<file path="config.mk">
export PLATFORM = sky130hd
export DESIGN_NAME = ring_word_reader_flat
export DESIGN_NICKNAME = d
export VERILOG_FILES = /design/src/rtl/ring_word_reader_if.sv /design/src/rtl/ring_word_reader.sv /design/src/flat_wrapper.sv
export SDC_FILE = /design/constraint.sdc
export NUM_CORES = 1
export LEC_CHECK = 0
export BUFFER_PORTS_ARGS = -buffer_cell sky130_fd_sc_hd__buf_2
export CORE_MARGIN = 2
export CORE_UTILIZATION = 25
export CTS_CLUSTER_SIZE = 16
export DETAILED_ROUTE_END_ITERATION = 6
export PLACE_DENSITY = 0.51
export REMOVE_ABC_BUFFERS = 1
export SLEW_MARGIN = 0
export SYNTH_ARGS = -nofsm -noshare
export SYNTH_HDL_FRONTEND = slang
export SYNTH_SLANG_ARGS = --single-unit
</file>
<file path="constraint.sdc">
create_clock -name clk -period 2.66 [get_ports clk]
set_input_delay 0.266 -clock clk [delete_from_list [all_inputs] [get_ports clk]]
set_output_delay 0.266 -clock clk [all_outputs]
set_load 0.03 [all_outputs]
</file>
<file path="src/rtl/ring_word_reader_if.sv">
// Bus between the ring word reader, the writer-side pointer and the dual-port RAM read port.
// master is the reader itself; slave is the surrounding writer/RAM/consumer.
interface ring_word_reader_if;
  logic [6:0]  wptr;
  logic        flush;
  logic [4:0]  ra;
  logic [15:0] rd;
  logic [5:0]  rptr;
  logic [15:0] dout;
  logic        dvalid;
  logic        dready;
  logic [5:0]  level;
  logic        ovf;

  modport master (
    input  wptr, flush, rd, dready,
    output ra, rptr, dout, dvalid, level, ovf
  );

  modport slave (
    output wptr, flush, rd, dready,
    input  ra, rptr, dout, dvalid, level, ovf
  );
endinterface

</file>
<file path="src/rtl/ring_word_reader.sv">
// Reads 16-bit words out of a 64-byte ring through a registered-output dual-port RAM.
//   state | meaning
//   IDLE  | waiting for a complete unread word (and no overrun)
//   ADDR  | ra presented to the RAM
//   DATA  | RAM data captured into dout, rptr advanced
//   OUT   | dout held until the consumer accepts it
module ring_word_reader (
  input  logic                       clk,
  input  logic                       rstn,
  ring_word_reader_if.master         bus
);

  typedef enum logic [1:0] {IDLE, ADDR, DATA, OUT} state_t;

  state_t      state, state_next;
  logic [4:0]  ra_q, ra_next;
  logic [5:0]  rptr_q, rptr_next;
  logic [15:0] dout_q, dout_next;
  logic        dvalid_q, dvalid_next;
  logic        ovf_q, ovf_next;
  logic [5:0]  level;

  // A trailing odd byte drops out because only wptr[6:1] is used.
  assign level = bus.wptr[6:1] - rptr_q;

  always_comb begin
    state_next  = state;
    ra_next     = ra_q;
    rptr_next   = rptr_q;
    dout_next   = dout_q;
    dvalid_next = dvalid_q;
    ovf_next    = ovf_q | (level > 6'd32);

    case (state)
      IDLE: begin
        // Overrun seen this very edge also blocks the fetch.
        if ((level != 6'd0) && !ovf_next) begin
          ra_next    = rptr_q[4:0];
          state_next = ADDR;
        end
      end
      ADDR: state_next = DATA;
      DATA: begin
        dout_next   = bus.rd;
        dvalid_next = 1'b1;
        rptr_next   = rptr_q + 6'd1;
        state_next  = OUT;
      end
      OUT: begin
        if (dvalid_q && bus.dready) begin
          dvalid_next = 1'b0;
          state_next  = IDLE;
        end
      end
      default: state_next = IDLE;
    endcase

    if (bus.flush) begin
      rptr_next   = bus.wptr[6:1];
      dvalid_next = 1'b0;
      ovf_next    = 1'b0;
      state_next  = IDLE;
    end
  end

  always_ff @(posedge clk) begin
    if (!rstn) begin
      state    <= IDLE;
      ra_q     <= '0;
      rptr_q   <= '0;
      dout_q   <= '0;
      dvalid_q <= 1'b0;
      ovf_q    <= 1'b0;
    end else begin
      state    <= state_next;
      ra_q     <= ra_next;
      rptr_q   <= rptr_next;
      dout_q   <= dout_next;
      dvalid_q <= dvalid_next;
      ovf_q    <= ovf_next;
    end
  end

  assign bus.ra     = ra_q;
  assign bus.rptr   = rptr_q;
  assign bus.dout   = dout_q;
  assign bus.dvalid = dvalid_q;
  assign bus.level  = level;
  assign bus.ovf    = ovf_q;

endmodule

</file>
<file path="src/flat_wrapper.sv">
// flat-port wrapper written by rule: the top's interface ports become plain ports
module ring_word_reader_flat 
  (clk, rstn, bus_wptr, bus_flush, bus_rd, bus_dready, bus_ra, bus_rptr, bus_dout, bus_dvalid, bus_level, bus_ovf);
  ring_word_reader_if bus_i ();
  input  logic clk;
  input  logic rstn;
  input wire logic [$bits(bus_i.wptr)-1:0] bus_wptr;
  input wire logic [$bits(bus_i.flush)-1:0] bus_flush;
  input wire logic [$bits(bus_i.rd)-1:0] bus_rd;
  input wire logic [$bits(bus_i.dready)-1:0] bus_dready;
  output wire logic [$bits(bus_i.ra)-1:0] bus_ra;
  output wire logic [$bits(bus_i.rptr)-1:0] bus_rptr;
  output wire logic [$bits(bus_i.dout)-1:0] bus_dout;
  output wire logic [$bits(bus_i.dvalid)-1:0] bus_dvalid;
  output wire logic [$bits(bus_i.level)-1:0] bus_level;
  output wire logic [$bits(bus_i.ovf)-1:0] bus_ovf;
  assign bus_i.wptr = bus_wptr;
  assign bus_i.flush = bus_flush;
  assign bus_i.rd = bus_rd;
  assign bus_i.dready = bus_dready;
  assign bus_ra = bus_i.ra;
  assign bus_rptr = bus_i.rptr;
  assign bus_dout = bus_i.dout;
  assign bus_dvalid = bus_i.dvalid;
  assign bus_level = bus_i.level;
  assign bus_ovf = bus_i.ovf;
  ring_word_reader u_core (.clk(clk), .rstn(rstn), .bus(bus_i));
endmodule
</file>
==> metrics.txt <==
status=complete, no violations; share of cells above drive strength 1=about a third; min Tclk post-route=roughly 2400 ps; post-synthesis mux area share=10.96%; Non-Filler Instances=between 300 and 400; die height=slightly above 80 µm; Placement Cell Area=1943 µm²; largest net degree at the start of global routing=17; register area share after synthesis=39.97%; static leakage power=0.9398 nW; Vias/cell=between 4 and 5; commonest non-fill, non-tap cell in the layout=buf_2; Max-slew headroom=around half; Initial DRT Pass Iterations=4; Initial DRC Count=62; commonest non-fill, non-tap cells in the layout=buf_2 (60), nor2_1 (31), dfxtp_1 (31), mux2i_1 (17), a21oi_1 (14); utilization after layout=between 30 and 40%; reg2reg start=u_core.bus.rptr[0]; Avg Cell Area, Syn=between 8 and 9 µm²; final instance area=between 2000 and 2500 µm²; WP data arrival=2580 ps; skew final=6.198 ps; placed cell count=about 310; num rows=28; PD cells=between 600 and 700 nW/µm²; DR vias=roughly 1.4k; I/O pin count=62; #FFs+latches synth=31; Yosys warning total=0; Worst EP required=about 2900 ps; DRT Wirelength=roughly 3.6 mm; mapped cell area=roughly 1600 µm²; antenna-violating nets left=0; crit path launch type=flop; post-synthesis cell type count=32; critical path's largest stage delay=~400 ps; DRC viols=0; worst reg-to-reg path cell count=9; simple-gate portion of the synthesized area=~17%; Worst Hold Class=in -> reg; die area=~6900 µm²; Worst R2R Setup Slack=290 ps; Cells after Synth=between 150 and 200; htree depth=2; Final Cycle Share=between 80 and 90%; WL/cell=roughly 12 µm; largest family of logic cells by synthesized area=simple AND/OR/NAND/NOR gates; slowest CP cell=fa_1; CTS tree=built; Worst Hold Path Cells=3; CTS Hold Buffers Added=0; vias in the first global route=approximately 1.3k; gpl congestion=0.7101; ANT cells=0; area of the core=roughly 6000 µm²; Worst Hold End=u_core.bus.dout[7]; CTS Buf Count=5; clk slew on worst S/H paths=roughly 70 ps; crit-path cells=ha_1 -> fa_1 -> nand2b_1 -> a21oi_1 -> xor2_1 -> nor4_4 -> xnor2_2 -> o2bb2ai_2 -> mux2i_1; Starting Density=26.07%; final layout net count=274; Synth Area in Compound Gates=between 10% and 20%; Fin. Hold Viols=0; Crit. End Element=flop; Hold Crit Start=bus_rd[7]; CP Max Fanout=6; clk_lat worst skew=approximately 280 ps; number of synthesized flops with an enable pin=0; initial antenna violation count=0; top_reg_cell synth=dfxtp_1; FFs w/ async S/R, synth=0%; Area Growth Syn to Fin=32.88%; RR Endpoint=u_core.state[1]; Setup CP Type=reg -> reg; RSZ-0062 raised after global routing=no; CTS root buf=clkbuf_8; Slew @ Worst Pin=around 770 ps; first-pass GRT wire length=roughly 6 mm; adder-cell share of the synthesized area=approximately 8.5%; Setup violations, final=0; fill count=around 650; maximum vdd drop=approximately 0.25 mV; die width=roughly 83 µm; clk sinks=31; max_cap viols=0; Slew Viols, Final=0; Detailed Place HPWL=around 2.8 mm; Pwr Total=1.283 mW; Max clock buf depth=2; Max Clk Rate=0.4214 GHz; I/O Buffers=60; Post-Synth XOR/XNOR Area=6.688%; Global Route Usage Sum=around 11%; total gr overflow=0
## area by class of cell
| class | instances | area [µm²] | area share [%] |
|---|---|---|---|
| clock buffer | 5 | 68.82 | 3.335 |
| timing repair buffer | 63 | 322.8 | 15.65 |
| sequential | 31 | 620.6 | 30.08 |
| tap | 75 | 93.84 | 4.548 |
| inverter | 11 | 41.29 | 2.001 |
| multi-input combinational | 125 | 872.1 | 42.27 |
| clock inverter | 3 | 43.79 | 2.122 |
## what timing repair did
action,4_1_cts,5_1_grt
endpoints found under the setup margin,0,5
resized for setup,0,1
hold endpoints to repair,0,0
setup buffers,0,0
## report_power, final
group | internal, mW | switching [mW]
Clock | 0.279 | 0.186
Combinational | 0.113 | 0.204
Sequential | 0.485 | 0.0154
## state kept, by name, summed over array words and instances, names as in the netlist
signal and cells:
u_core.bus.dvalid 1, u_core.bus.ovf 1, u_core.bus.dout 16, u_core.bus.rptr 6, u_core.state 2, u_core.bus.ra 5
## worst max-delay path by stage
stage | from | end | slack, ps | cells after the start
after floorplan | u_core.bus.rptr[0] | u_core.state[1] | -170 | 9
after global placement | bus_wptr[1] | u_core.bus.ra[4] | 120 | 11
after detailed placement | bus_wptr[1] | u_core.bus.ra[2] | 90 | 11
after CTS | u_core.bus.rptr[0] | u_core.bus.ra[2] | 130 | 9
after global routing | u_core.bus.rptr[0] | u_core.state[1] | 100 | 9
final | u_core.bus.rptr[0] | u_core.state[1] | 290 | 9
## metrics by stage
stage | worst slack, ps | hold slack, ps | TNS [ps]
after floorplan | -173.6 | 345.3 | -779.8
after global placement | 119.8 | 459.6 | 0
after detailed placement | 90.62 | 466.7 | 0
after CTS | 133.5 | 204.6 | 0
after global routing | 98.92 | 216.8 | 0
final | 286.8 | 217.7 | 0
## cell families after synthesis
logic type | count (synthesis)
AOI/OAI and AO/OA | 31
xor gates and xnor gates | 11
adders and majority gates | 10
buffers and inverters | 18
DFF | 31
muxes | 17
and+or+nand+nor | 56
## layer usage
layer / GRT usage [%] / share of wire [%]
met2: 16.28 / 46
met1: 14.70 / 47
met5: 0 / 0
met3: 3.678 / 6.3
met4: 2.683 / 0.30
## cells in the mapped netlist, types with 4 or more instances
cell | count | share of area, %
xnor2_1 | 4 | 2.3
nand2_1 | 6 | 1.5
xor2_1 | 6 | 3.4
inv_1 | 11 | 2.7
clkbuf_1 | 4 | 0.97
o21ai_0 | 6 | 1.9
a21oi_1 | 14 | 4.5
mux2i_1 | 17 | 11
nand3_1 | 5 | 1.6
ha_1 | 9 | 7.3
nor2_1 | 31 | 7.5
dfxtp_1 | 31 | 40
## critical path: cells and delay by family (launching register included)
kind,cells,cell delay (ps)
DFF,1,310
xor gates and xnor gates,2,600
adders and majority gates,2,610
muxes,1,190
AOI/OAI and AO/OA,2,330
and+or+nand+nor,2,260
(Power assumes the default switching activity.)
